## config.mk

```make
export PLATFORM = sky130hd
export DESIGN_NAME = instruction_fetch_unit_flat
export DESIGN_NICKNAME = d
export VERILOG_FILES = /design/src/rtl/instruction_fetch_unit_if.sv /design/src/rtl/instruction_fetch_unit.sv /design/src/flat_wrapper.sv
export SDC_FILE = /design/constraint.sdc
export NUM_CORES = 1
export LEC_CHECK = 0
export BUFFER_PORTS_ARGS = -buffer_cell sky130_fd_sc_hd__buf_2
export CORE_ASPECT_RATIO = 1.25
export CORE_MARGIN = 3
export CORE_UTILIZATION = 35
export DETAILED_ROUTE_END_ITERATION = 7
export MAX_ROUTING_LAYER = met4
export PLACE_DENSITY = 0.65
export SKIP_LAST_GASP = 1
export SLEW_MARGIN = 20
export SYNTH_ARGS = -nofsm -noshare
export SYNTH_HDL_FRONTEND = slang
export SYNTH_SLANG_ARGS = --single-unit
```

## constraint.sdc

```tcl
create_clock -name clk -period 4.8 [get_ports clk]
set_input_delay 0.72 -clock clk [delete_from_list [all_inputs] [get_ports clk]]
set_output_delay 0.72 -clock clk [all_outputs]
set_load 0.01 [all_outputs]
```

## src/rtl/instruction_fetch_unit_if.sv

```systemverilog
// instruction_fetch_unit_if: ROM read port plus decode-side valid/ready channel of the fetch unit
interface instruction_fetch_unit_if #(
   parameter int ADDR_W  = 8,
   parameter int INSTR_W = 16
);
   logic [ADDR_W-1:0]  imem_addr;
   logic [INSTR_W-1:0] imem_instr;
   logic               out_valid;
   logic               out_ready;
   logic [INSTR_W-1:0] out_instr;
   logic [ADDR_W-1:0]  out_pc;
   modport master (output imem_addr, out_valid, out_instr, out_pc, input imem_instr, out_ready);
   modport slave  (input imem_addr, out_valid, out_instr, out_pc, output imem_instr, out_ready);
endinterface

```

## src/rtl/instruction_fetch_unit.sv

```systemverilog
// instruction_fetch_unit: PC owner and ROM reader feeding a small prefetch queue to decode,
// with redirect flush and stop-after-HALT.
module instruction_fetch_unit #(
   parameter int                ADDR_W   = 8,
   parameter int                INSTR_W  = 16,
   parameter int                DEPTH    = 2,
   parameter logic [ADDR_W-1:0] RESET_PC = '0,
   parameter logic [3:0]        HALT_OPC = 4'hF
) (
   input  logic              clk,
   input  logic              rst_n,
   input  logic              i_start,
   input  logic              i_redirect_valid,
   input  logic [ADDR_W-1:0] i_redirect_pc,
   output logic              o_halted,
   instruction_fetch_unit_if.master bus
);
   localparam int PW = $clog2(DEPTH);
   localparam int CW = PW + 1;
   typedef enum logic [1:0] {IDLE, RUN, HALT} state_t;
   state_t             r_state, w_next;
   logic [ADDR_W-1:0]  r_pc;
   logic [ADDR_W-1:0]  r_q_pc    [DEPTH];
   logic [INSTR_W-1:0] r_q_instr [DEPTH];
   logic [PW-1:0]      r_rd, r_wr;
   logic [CW-1:0]      r_count;
   logic               w_pop, w_push, w_halt;
   assign bus.imem_addr = r_pc;
   assign bus.out_valid = r_count != '0;
   assign bus.out_instr = r_q_instr[r_rd];
   assign bus.out_pc    = r_q_pc[r_rd];
   assign o_halted      = r_state == HALT;
   assign w_pop  = bus.out_valid & bus.out_ready;
   assign w_push = (r_state == RUN) & ~i_redirect_valid & ((r_count < CW'(DEPTH)) | w_pop);
   assign w_halt = bus.imem_instr[INSTR_W-1 -: 4] == HALT_OPC;
   always_comb begin
      w_next = i_redirect_valid                ? RUN  :
               (r_state != RUN && i_start)      ? RUN  :
               (w_push && w_halt)               ? HALT : r_state;
   end
   always_ff @(posedge clk or negedge rst_n) begin
      if (!rst_n) r_state <= IDLE;
      else        r_state <= w_next;
   end
   always_ff @(posedge clk or negedge rst_n) begin
      if (!rst_n) begin
         r_pc    <= RESET_PC;
         r_rd    <= '0;
         r_wr    <= '0;
         r_count <= '0;
         for (int k = 0; k < DEPTH; k++) begin
            r_q_pc[k]    <= '0;
            r_q_instr[k] <= '0;
         end
      end else if (i_redirect_valid) begin
         // a same-cycle pop has completed; everything else queued is dropped
         r_pc    <= i_redirect_pc;
         r_rd    <= '0;
         r_wr    <= '0;
         r_count <= '0;
      end else begin
         if (w_push) begin
            r_q_pc[r_wr]    <= r_pc;
            r_q_instr[r_wr] <= bus.imem_instr;
            r_wr            <= r_wr + PW'(1);
            r_pc            <= r_pc + ADDR_W'(1);
         end
         if (w_pop) r_rd <= r_rd + PW'(1);
         r_count <= r_count + CW'(w_push) - CW'(w_pop);
      end
   end
endmodule
```

## src/flat_wrapper.sv

```systemverilog
// flat-port wrapper written by rule: the top's interface ports become plain ports
module instruction_fetch_unit_flat 
#(
   parameter int                ADDR_W   = 8,
   parameter int                INSTR_W  = 16,
   parameter int                DEPTH    = 2,
   parameter logic [ADDR_W-1:0] RESET_PC = '0,
   parameter logic [3:0]        HALT_OPC = 4'hF
)
  (clk, rst_n, i_start, i_redirect_valid, i_redirect_pc, o_halted, bus_imem_addr, bus_out_valid, bus_out_instr, bus_out_pc, bus_imem_instr, bus_out_ready);
  instruction_fetch_unit_if #(.ADDR_W(ADDR_W), .INSTR_W(INSTR_W)) bus_i ();
  input  logic clk;
  input  logic rst_n;
  input  logic i_start;
  input  logic i_redirect_valid;
  input  logic [ADDR_W-1:0] i_redirect_pc;
  output logic o_halted;
  output wire logic [$bits(bus_i.imem_addr)-1:0] bus_imem_addr;
  output wire logic [$bits(bus_i.out_valid)-1:0] bus_out_valid;
  output wire logic [$bits(bus_i.out_instr)-1:0] bus_out_instr;
  output wire logic [$bits(bus_i.out_pc)-1:0] bus_out_pc;
  input wire logic [$bits(bus_i.imem_instr)-1:0] bus_imem_instr;
  input wire logic [$bits(bus_i.out_ready)-1:0] bus_out_ready;
  assign bus_imem_addr = bus_i.imem_addr;
  assign bus_out_valid = bus_i.out_valid;
  assign bus_out_instr = bus_i.out_instr;
  assign bus_out_pc = bus_i.out_pc;
  assign bus_i.imem_instr = bus_imem_instr;
  assign bus_i.out_ready = bus_out_ready;
  instruction_fetch_unit #(.ADDR_W(ADDR_W), .INSTR_W(INSTR_W), .DEPTH(DEPTH), .RESET_PC(RESET_PC), .HALT_OPC(HALT_OPC)) u_core (.clk(clk), .rst_n(rst_n), .i_start(i_start), .i_redirect_valid(i_redirect_valid), .i_redirect_pc(i_redirect_pc), .o_halted(o_halted), .bus(bus_i));
endmodule
```

==> qor.tcl, run 1 <==
set qor(run_status) {finished, final reports clean}
set qor(core_area_sq_um) 7883
set qor(worstRegToRegCells) 5
set qor(post_synth_mux_area_share_pct) 28.67
set qor(setup_repair_after_global_routing_missed_its_margin) {no}
set qor(synth_top_area_cell) {sky130_fd_sc_hd__dfrtp_1}
set qor(tritoncts.num_buffers) 9
set qor(timing.hold.worst_endpoint) {u_core.r_q_instr[20]}
set qor(cp-start-kind) {input port}
set qor(timing.fmax_mhz) 416.4
set qor(root_buffer) {sky130_fd_sc_hd__clkbuf_8}
set qor(tns_ns) 0
set qor(start_to_end_type_of_the_worst_setup_path) {input port to register}
set qor(ff_to_ff_setup_slack_ns) 2.41
set qor(die-height_um) 107.1
set qor(synthesized_flop_and_latch_total) 62
set qor(syn_nets) 245
set qor(num-nets-final) 308
set qor(holdCritPathClass) {register to register}
set qor(min-delay-start) {u_core.r_q_instr[20]}
set qor(seq_total_area_yosys_pct) 54.20
set qor(cts_max_level) 3
set qor(cts_hold_buf) 0
set qor(postRouteAntennaNets) 0
set qor(clock_skew_ns) 0.005855
set qor(timing.critical_path.buf_inv) 2
set qor(clock-sinks) 62
set qor(numPortBuffers) 62
set qor(synthesized_area_sq_um) 2863
set qor(holdPathStages) 1
set qor(share_of_final_layout_standard_cells_stronger_than_drive_strength_1_pct) 54.80
set qor(num_rows) 36
set qor(finalWirelength_mm) 5.669
set qor(cts_tree) {built}
set qor(grt_max_degree) 63
set qor(setup.worst_path.end_class) {register}
set qor(post_synth.cell_area_avg_sq_um) 13.44
set qor(synth_enable_flop_cells) 0
set qor(seq_area_sq_um) 1553
set qor(largest_delay_share_family_worst_path) {simple AND/OR/NAND/NOR gates}
set qor(stdcell_count) 376
set qor(initial_core_util_pct) 36.32
set qor(drc) 0
set qor(first_global_vias) 1906
set qor(synth-compound-area-share_pct) 2.360
set qor(detail_route.wl_per_cell_um) 15.08
set qor(flow.area_growth_from_synthesis_pct) 21.33
set qor(simple_gate_portion_of_the_synthesized_area_pct) 6.643
set qor(max_slew_vio_count) 0
set qor(die_w_um) 86.89
set qor(clk-insertion-delay-late_ns) 0.34
set qor(synth_most_common_cell) {sky130_fd_sc_hd__mux2_2}
set qor(worst_slew_margin_rel_pct) 47.79
set qor(diodes) 0
set qor(postSynth.topFlopCell) {sky130_fd_sc_hd__dfrtp_1}
set qor(synthesis.yosys.warnings) 0
set qor(synth_top_family_by_area) {multiplexers}
set qor(synthCells) 213
set qor(worst_ep_required_time_ns) 5.02
set qor(setup_viol_count_final) 0
set qor(power.density_cell_area_nw_per_um2) 642.0
set qor(nFillCells) 727
set qor(layout_min_cycle_time_ns) 2.402
set qor(drv_cap) 0
set qor(antenna_violations_before_repair) 0
set qor(tightest_slew_ns) 0.7831
set qor(vias_post_dr) 1829
set qor(post_synth_most_frequent_cells) {sky130_fd_sc_hd__mux2_2, sky130_fd_sc_hd__dfrtp_1, sky130_fd_sc_hd__xnor2_1}
set qor(worstReg2RegStart) {u_core.r_state[1]}
set qor(route.detailed.vias_per_inst) 4.864
set qor(grt-ovfl-total) 0
set qor(cp_num_cells) 6
set qor(max-clock-path-buffers) 2
set qor(postCtsResizedCells) 0
set qor(top_level_ports) 63
set qor(power.ir.vdd_worst_v) 0.0002488
set qor(synth-async-reset-ratio_pct) 100.0
set qor(post_synth_xor_xnor_area_pct) 3.059
set qor(multi_input_area_sq_um) 1205
set qor(grt_usage_pct) 13.47
set qor(synth_adder_area_share_pct) 1.311
set qor(final_clock_period_utilization_by_the_worst_path_pct) 50.03
set qor(gp_routability_congestion) 0.7793
set qor(worst_path_max_delay_cell) {sky130_fd_sc_hd__nor3_4}
set qor(synth.top_cell.area_share_pct) 54.20
set qor(ys_top_cells_by_area) {sky130_fd_sc_hd__dfrtp_1, sky130_fd_sc_hd__mux2_2, sky130_fd_sc_hd__xnor2_1}
set qor(timing.critical_path.fanout_max) 13
set qor(cts_setup_buffers) 0
set qor(slowest_delay_ns) 0.53
set qor(first_pass_grt_wire_length_mm) 9.239
set qor(post-dp-hpwl_mm) 3.937
set qor(numPlacedInstances) 360
set qor(timing_hold_violations_final) 0
set qor(timing.rr.end) {u_core.r_q_instr[28]}
set qor(cp_cell_sequence) {buf_2 -> and2b_1 -> or2_0 -> nor3_4 -> buf_4 -> mux2_2}
set qor(drt_iter0_markers) 48
set qor(worst_ep_arrival_time_ns) 2.63
set qor(path_clk_slew_ns) 0.07
set qor(die-area_sq_um) 9307
set qor(drt_first_pass_iters) 4
set qor(p_leak_uw) 0.001576
set qor(post_synthesis_cell_type_count) 32
## layer usage
metal	up-vias	GRT usage (%)	part of all wire, %
met5	-	-	0
met4	0	7.684	2.6
met3	10	3.151	3.7
met2	39	20.85	51
met1	913	15.94	43
li1	867	-	-
## layout by cell type, fill, tap and decap left out, drive strengths merged, types with 2 or more instances in the layout
cell type and instances:
inv 6, nand2 8, xnor2 9, mux2 72, ha 3, dfrtp 62
nor3 3, bufinv 3, o21ai 8, nor2b 2, or2 2, clkbuf 13
nand4 2, nor4 2, nor2 8, nand3 2, buf 64
## through the flow
stage | utilization (%) | hold WS [ns] | total power [uW] | setup WS (ns) | cell area (sq um)
floorplan | - | 0.4244 | 1435 | 2.663 | 2863
global placement | 40.87 | 0.4817 | 1674 | 1.962 | 3222
detailed placement | 40.89 | 0.4901 | 1701 | 1.850 | 3223
CTS | 44.05 | 0.5065 | 2276 | 2.218 | 3472
global route | 44.06 | 0.5108 | 2384 | 2.237 | 3473
finish | 44.06 | 0.5013 | 2230 | 2.398 | 3473
## layout make-up
cell class                      count  area share (%)
Clock buffer                       13           4.575
Clock inverter                      3           2.594
Inverter                            6          0.6484
Multi-Input combinational cell    133           34.69
Sequential cell                    62           44.70
Tap cell                           95           3.422
Timing Repair Buffer               64           9.366
## logic make-up after synthesis
family / after synthesis
multiplexers: 73
flip-flops: 62
AND/OR/NAND/NOR: 35
buffers and inverters: 18
AO/OA/AOI/OAI: 12
XOR/XNOR: 10
adder cells (fa/ha/maj): 3
## flip-flops by register name, summed over array words and instances (netlist names)
name,cells
u_core.r_q_instr,32
u_core.r_wr,1
u_core.r_q_pc,16
u_core.r_state,2
u_core.r_count,2
u_core.r_rd,1
u_core.bus.imem_addr,8
## worst max-delay path by stage
stage               slack [ns]                   end              start
floorplan                 2.66  u_core.r_q_instr[16]      bus_out_ready
global placement          1.96   u_core.r_q_instr[5]      bus_out_ready
detailed placement        1.85   u_core.r_q_instr[2]      bus_out_ready
CTS                       2.22   u_core.r_q_instr[2]      bus_out_ready
global route              2.24      u_core.r_q_pc[9]  u_core.r_state[1]
finish                    2.40  u_core.r_q_instr[28]      bus_out_ready
## where the power goes
| part | total [uW] | switching (uW) | internal (uW) | leakage [uW] |
|---|---|---|---|---|
| clock network | 563 | 189 | 374 | 0.000124 |
| registers | 899 | 152 | 746 | 0.000738 |
| logic | 768 | 314 | 454 | 0.000715 |
| total | 2230 | 655 | 1570 | 0.00158 |
Note: power is estimated with default switching activity, not from simulation.
==> inputs of run 2 (changes only) <==
==> constraint.sdc (replaced) <==
create_clock -name clk -period 2.32 [get_ports clk]
set_input_delay 0.348 -clock clk [delete_from_list [all_inputs] [get_ports clk]]
set_output_delay 0.348 -clock clk [all_outputs]
set_load 0.01 [all_outputs]
==> qor.tcl, run 2 (synthesis gave the netlist of run 1 again) <==
set qor(postCtsResizedCells) 0 ;# unchanged
set qor(start_to_end_type_of_the_worst_setup_path) {register to register} ;# was input port to register
set qor(flow.area_growth_from_synthesis_pct) 21.98 ;# was 21.33%
set qor(worstRegToRegCells) 5 ;# unchanged
set qor(cp-start-kind) {register} ;# was input port
set qor(layout.cells.most_common) {sky130_fd_sc_hd__mux2_2} ;# unchanged
set qor(timing.fmax_mhz) 528.7
set qor(top_level_ports) 63 ;# unchanged
set qor(post-dp-hpwl_mm) 3.960 ;# was 3.937 mm
set qor(worst_path_max_delay_cell) {sky130_fd_sc_hd__dfrtp_1} ;# was sky130_fd_sc_hd__nor3_4
set qor(nFillCells) 735 ;# was 727
set qor(vias_post_dr) 1851 ;# was 1829
set qor(gp_routability_congestion) 0.7751 ;# was 0.7793
set qor(cp_cell_sequence) {nand2b_1 -> or2_0 -> nor3_4 -> buf_12 -> mux2_2} ;# was buf_2 -> and2b_1 -> or2_0 -> nor3_4 -> buf_4 -> mux2_2
set qor(worstReg2RegStart) {u_core.r_state[1]} ;# unchanged
set qor(drv_cap) 0 ;# unchanged
set qor(first_pass_grt_wire_length_mm) 9.266 ;# was 9.239 mm
set qor(layout_min_cycle_time_ns) 1.891
set qor(final_clock_period_utilization_by_the_worst_path_pct) 81.52
set qor(clock_skew_ns) 0.007648 ;# was 0.005855 ns
set qor(timing.critical_path.fanout_max) 24 ;# was 13
set qor(antenna_violations_before_repair) 0 ;# unchanged
set qor(cts_hold_buf) 0 ;# unchanged
set qor(die-height_um) 107.1 ;# unchanged
set qor(tightest_slew_ns) 0.5609 ;# was 0.7831 ns
set qor(clock-sinks) 62 ;# unchanged
set qor(die-area_sq_um) 9307 ;# unchanged
set qor(initial_core_util_pct) 36.32 ;# unchanged
set qor(path_clk_slew_ns) 0.07 ;# about the same
set qor(route.detailed.vias_per_inst) 4.871 ;# was 4.864
set qor(grt_usage_pct) 13.26 ;# was 13.47%
set qor(p_leak_uw) 0.001591 ;# was 0.001576 uW
set qor(largest-register) {u_core.r_q_instr} ;# unchanged
set qor(num-nets-final) 312 ;# was 308
set qor(num_rows) 36 ;# unchanged
set qor(max_slew_vio_count) 0 ;# unchanged
set qor(fin_worst_hold_slack_ns) 0.001917 ;# was 0.5013 ns
set qor(die_w_um) 86.89 ;# unchanged
set qor(root_buffer) {sky130_fd_sc_hd__clkbuf_8} ;# unchanged
set qor(finalWirelength_mm) 5.527 ;# was 5.669 mm
set qor(share_of_final_layout_standard_cells_stronger_than_drive_strength_1_pct) 54.74 ;# was 54.80%
set qor(largest_reg_flops) 32 ;# unchanged
set qor(power.total_uw) 4498 ;# was 2230 uW
set qor(setup_repair_after_global_routing_missed_its_margin) {no} ;# unchanged
set qor(tritoncts.num_buffers) 9 ;# unchanged
set qor(clk-insertion-delay-late_ns) 0.33 ;# was 0.34 ns
set qor(slowest_delay_ns) 0.38 ;# was 0.53 ns
set qor(max-clock-path-buffers) 2 ;# unchanged
set qor(grt_max_degree) 26 ;# was 63
set qor(timing_hold_violations_final) 0 ;# unchanged
set qor(diodes) 0 ;# unchanged
set qor(postRouteAntennaNets) 0 ;# unchanged
set qor(drc) 0 ;# unchanged
set qor(cts_tree) {built} ;# unchanged
set qor(cts_setup_buffers) 0 ;# unchanged
set qor(numPortBuffers) 62 ;# unchanged
set qor(holdCritPathClass) {input port to async pin} ;# was register to register
set qor(timing.rr.end) {u_core.r_q_pc[14]} ;# was u_core.r_q_instr[28]
set qor(layout.cells.most_common_list) {sky130_fd_sc_hd__mux2_2, sky130_fd_sc_hd__buf_2, sky130_fd_sc_hd__dfrtp_1} ;# unchanged
set qor(ff_to_ff_setup_slack_ns) 0.43 ;# was 2.41 ns
set qor(worst_slew_margin_rel_pct) 62.61 ;# was 47.79%
set qor(tns_ns) 0 ;# unchanged
set qor(grt-ovfl-total) 0 ;# unchanged
set qor(setup_viol_count_final) 0 ;# unchanged
set qor(first_global_vias) 1892 ;# was 1906
set qor(worst_ep_arrival_time_ns) 2.10 ;# was 2.63 ns
set qor(run_status) {finished, final reports clean} ;# unchanged
set qor(detail_route.wl_per_cell_um) 14.54 ;# was 15.08 um
set qor(core_area_sq_um) 7883 ;# unchanged
set qor(cts_max_level) 3 ;# unchanged
set qor(drt_first_pass_iters) 4 ;# unchanged
set qor(worst_ep_required_time_ns) 2.53 ;# was 5.02 ns
set qor(setup.worst_path.end_class) {register} ;# unchanged
set qor(drt_iter0_markers) 58 ;# was 48
set qor(power.ir.vdd_worst_v) 0.0007150 ;# was 0.0002488 V
set qor(power.density_cell_area_nw_per_um2) 1288 ;# was 642.0 nW/um^2
run 2: worst max-delay path by stage:
stage	cells past startpoint	end	startpoint	slack, ns
after floorplan	7	u_core.r_q_instr[16]	u_core.r_state[1]	0.48
after CTS	3	bus_out_pc[3]	u_core.r_rd	0.41
after global routing	5	u_core.r_q_instr[17]	u_core.r_state[1]	0.31
after detailed placement	6	u_core.r_q_instr[26]	bus_out_ready	0.42
final	5	u_core.r_q_pc[14]	u_core.r_state[1]	0.43
after global placement	6	u_core.r_q_instr[25]	bus_out_ready	0.47
run 2: area by class of cell:
type / count / area, sq um / area share, %
flip-flops and latches: 62 / 1551 / 44.43
inverters: 6 / 22.52 / 0.6449
multi-input cells: 133 / 1204 / 34.47
repair buffers: 68 / 380.4 / 10.89
clock inverters: 4 / 70.07 / 2.006
clock buffers: 12 / 145.1 / 4.156
well taps: 95 / 118.9 / 3.404
run 2: power by group:
part	leakage (uW)	switching, uW	internal (uW)	total, uW
logic	0.000742	713	974	1690
clock network	0.000110	386	631	1020
registers	0.000739	249	1540	1790
run 2: layer usage:
metal | GRT usage, % | vias to the layer above | wire length [um]
li1 | - | 875 | -
met1 | 15.52 | 924 | 2290
met2 | 21.77 | 39 | 2883
met3 | 2.152 | 13 | 193
met4 | 6.793 | 0 | 160
met5 | - | - | 0
run 2: through the flow:
stage	worst slack, ns	area [sq um]	util (%)	cells
after floorplan	0.4812	2863	-	213
after global placement	0.4693	3277	41.57	364
after detailed placement	0.4173	3277	41.57	364
after CTS	0.4077	3492	44.30	380
after global routing	0.3082	3492	44.30	380
final	0.4287	3492	44.30	380
run 2: critical path, delay by kind of cell (launching register included):
family	cells	cell delay, ns
and+or+nand+nor	3	0.83
DFF	1	0.38
muxes	1	0.35
buffers and inverters	1	0.21
==> inputs of run 3 (changes only) <==
==> constraint.sdc (replaced) <==
create_clock -name clk -period 1.87 [get_ports clk]
set_input_delay 0.2805 -clock clk [delete_from_list [all_inputs] [get_ports clk]]
set_output_delay 0.2805 -clock clk [all_outputs]
set_load 0.01 [all_outputs]
==> qor.tcl, run 3 (synthesis gave the netlist of run 1 again) <==
set qor(run_status) {finished, final reports clean} ;# unchanged
set qor(ff_to_ff_setup_slack_ns) 0.08 ;# was 0.43 ns
set qor(postRouteAntennaNets) 0 ;# unchanged
set qor(layout.cells.most_common_list) {sky130_fd_sc_hd__mux2_2, sky130_fd_sc_hd__buf_2, sky130_fd_sc_hd__dfrtp_1} ;# unchanged
set qor(tns_ns) 0 ;# unchanged
set qor(flow.area_growth_from_synthesis_pct) 22.60 ;# was 21.98%
set qor(worstReg2RegStart) {u_core.r_state[1]} ;# unchanged
set qor(worstRegToRegCells) 5 ;# unchanged
set qor(num-nets-final) 320 ;# was 312
set qor(antenna_violations_before_repair) 0 ;# unchanged
set qor(power.net_switching_uw) 1729 ;# was 1348 uW
set qor(drt_first_pass_iters) 4 ;# unchanged
set qor(clk-insertion-delay-late_ns) 0.33 ;# about the same
set qor(worst_path_max_delay_cell) {sky130_fd_sc_hd__dfrtp_1} ;# unchanged
set qor(die-height_um) 107.1 ;# unchanged
set qor(largest_delay_share_family_worst_path) {simple AND/OR/NAND/NOR gates} ;# unchanged
set qor(grt_usage_pct) 13.70 ;# was 13.26%
set qor(seq_area_sq_um) 1551 ;# unchanged
set qor(p_leak_uw) 0.001605 ;# was 0.001591 uW
set qor(worst_ep_required_time_ns) 2.08 ;# was 2.53 ns
set qor(nFillCells) 761 ;# was 735
set qor(cts_tree) {built} ;# unchanged
set qor(timing.fmax_mhz) 559.7 ;# was 528.7 MHz
set qor(post-dp-hpwl_mm) 4.130 ;# was 3.960 mm
set qor(holdCritPathClass) {input port to register} ;# was input port to async pin
set qor(final_clock_period_utilization_by_the_worst_path_pct) 95.55 ;# was 81.52%
set qor(timing.critical_path.fanout_max) 13 ;# was 24
set qor(first_global_vias) 2064 ;# was 1892
set qor(worst_ep_arrival_time_ns) 2.00 ;# was 2.10 ns
set qor(numPlacedInstances) 371 ;# was 364
set qor(power_frac_clock_pct) 19.1 ;# was 22.6%
set qor(max_slew_vio_count) 0 ;# unchanged
set qor(timing.hold.worst_endpoint) {u_core.bus.imem_addr[2]}
set qor(power.ir.vdd_worst_v) 0.0006679 ;# was 0.0007150 V
set qor(grt_max_degree) 37 ;# was 26
set qor(largest-register) {u_core.r_q_instr} ;# unchanged
set qor(setup.worst_path.end_class) {register} ;# unchanged
set qor(finish.utilization_pct) 44.52 ;# was 44.30%
set qor(layout_setup_ws_ns) 0.08331 ;# was 0.4287 ns
set qor(vias_post_dr) 1868 ;# was 1851
set qor(min-delay-start) {i_redirect_pc[2]}
set qor(grt-ovfl-total) 0 ;# unchanged
set qor(drt_iter0_markers) 35 ;# was 58
set qor(multi_input_area_sq_um) 1204 ;# unchanged
set qor(core_area_sq_um) 7883 ;# unchanged
set qor(sequentialPowerShare_pct) 41.3 ;# was 39.9%
set qor(power.density_cell_area_nw_per_um2) 1534 ;# was 1288 nW/um^2
set qor(sw_frac_of_total_pct) 32.11 ;# was 29.97%
set qor(setup.worst_path.start) {u_core.r_state[1]} ;# unchanged
set qor(clock_skew_ns) 0.008276 ;# was 0.007648 ns
set qor(finalWirelength_mm) 5.685 ;# was 5.527 mm
set qor(combinationalPowerShare_pct) 39.5 ;# was 37.5%
set qor(worst_slew_margin_rel_pct) 77.70 ;# was 62.61%
set qor(tritoncts.num_buffers) 9 ;# unchanged
set qor(tightest_slew_ns) 0.3314 ;# was 0.5609 ns
set qor(cts_setup_buffers) 0 ;# unchanged
set qor(detail_route.wl_per_cell_um) 14.65 ;# was 14.54 um
set qor(slowest_delay_ns) 0.38 ;# about the same
set qor(holdPathStages) 3
set qor(drv_cap) 0 ;# unchanged
set qor(drc) 0 ;# unchanged
set qor(layout.cells.most_common) {sky130_fd_sc_hd__mux2_2} ;# unchanged
set qor(path_clk_slew_ns) 0.07 ;# about the same
set qor(cts_max_level) 3 ;# unchanged
set qor(setup_viol_count_final) 0 ;# unchanged
set qor(first_pass_grt_wire_length_mm) 9.535 ;# was 9.266 mm
set qor(die-area_sq_um) 9307 ;# unchanged
set qor(cp-start-kind) {register} ;# unchanged
set qor(top_level_ports) 63 ;# unchanged
set qor(largest_reg_flops) 32 ;# unchanged
set qor(setup_repair_after_global_routing_missed_its_margin) {yes} ;# was no
set qor(die_w_um) 86.89 ;# unchanged
set qor(route.detailed.vias_per_inst) 4.814 ;# was 4.871
set qor(dp_worst_setup_slack_ns) 0.07669 ;# was 0.4173 ns
set qor(cp_cell_sequence) {nand2b_1 -> or2_0 -> nor3_4 -> buf_6 -> mux2_2} ;# was nand2b_1 -> or2_0 -> nor3_4 -> buf_12 -> mux2_2
set qor(max-clock-path-buffers) 2 ;# unchanged
set qor(start_to_end_type_of_the_worst_setup_path) {register to register} ;# unchanged
set qor(diodes) 0 ;# unchanged
set qor(power.total_uw) 5384 ;# was 4498 uW
set qor(initial_core_util_pct) 36.32 ;# unchanged
set qor(share_of_final_layout_standard_cells_stronger_than_drive_strength_1_pct) 56.31 ;# was 54.74%
set qor(timing_hold_violations_final) 0 ;# unchanged
set qor(gp_routability_congestion) 0.7512 ;# was 0.7751
set qor(timing.rr.end) {u_core.r_q_instr[27]} ;# was u_core.r_q_pc[14]
set qor(num_rows) 36 ;# unchanged
set qor(root_buffer) {sky130_fd_sc_hd__clkbuf_8} ;# unchanged
set qor(clock-sinks) 62 ;# unchanged
set qor(numPortBuffers) 62 ;# unchanged
set qor(timing.critical_path.buf_inv) 1 ;# unchanged
set qor(layout_min_cycle_time_ns) 1.787 ;# was 1.891 ns
set qor(stdcell_count) 388 ;# was 380
set qor(cellInternalPower_uw) 3655 ;# was 3150 uW
run 3: changes by cell type in the layout (fill, tap and decap cells not counted), sizes merged:
| cell | previous run | this run |
|---|---|---|
| dlygate4sd3 | 0 | 1 |
| bufinv | 2 | 0 |
| clkinvlp | 0 | 3 |
| clkinv | 2 | 3 |
| clkbuf | 12 | 10 |
| buf | 68 | 75 |
run 3: layout make-up:
class	instances	area share, %
Tap cell	95	3.387
Sequential cell	62	44.21
Inverter	6	0.6417
Clock inverter	6	1.070
Timing Repair Buffer	76	12.48
Clock buffer	10	3.922
Multi-Input combinational cell	133	34.30
run 3: how the worst max path moves through the flow:
stage | endpoint | depth (start not counted) | slack, ns
final | u_core.r_q_instr[27] | 5 | 0.08
after global routing | u_core.r_q_instr[24] | 5 | -0.03
after CTS | u_core.r_q_instr[27] | 5 | 0.06
after detailed placement | u_core.r_q_instr[25] | 5 | 0.08
after global placement | u_core.r_q_instr[31] | 5 | 0.12
after floorplan | u_core.r_q_instr[16] | 7 | 0.03
run 3: power by group through the flow:
stage	sequential [uW]	clock, uW	combinational, uW
floorplan	2170	0	1520
CTS	2230	1060	2170
global placement	2230	0	2130
finish	2220	1030	2130
global route	2310	1140	2350
detailed placement	2260	0	2160
run 3: worst reg2reg max path: stages (launching register included):
cell                       delay (ns)
sky130_fd_sc_hd__dfrtp_1         0.38
sky130_fd_sc_hd__nand2b_1        0.20
sky130_fd_sc_hd__or2_0           0.33
sky130_fd_sc_hd__nor3_4          0.21
sky130_fd_sc_hd__buf_6           0.21
sky130_fd_sc_hd__mux2_2          0.35
run 3: metal layers:
layer,track usage [%],wire length (um),share of wire (%),vias to the layer above
li1,-,-,-,900
met1,15.90,2444,43,921
met2,22.58,2952,52,39
met3,2.767,189,3.3,8
met4,6.347,99,1.7,0
met5,-,0,0,-
run 3: per-stage QoR:
stage	hold WS, ns	cell area [sq um]
final	0.1532	3510
after detailed placement	0.1919	3317
after floorplan	-0.01509	2863
after global placement	0.1923	3317
after CTS	0.1386	3502
after global routing	0.1573	3510
run 3: timing repair:
action	CTS	global route
hold endpoints to repair	11	0
gates resized for setup	0	2
endpoints found under the setup margin	0	17
hold buffers	1	0
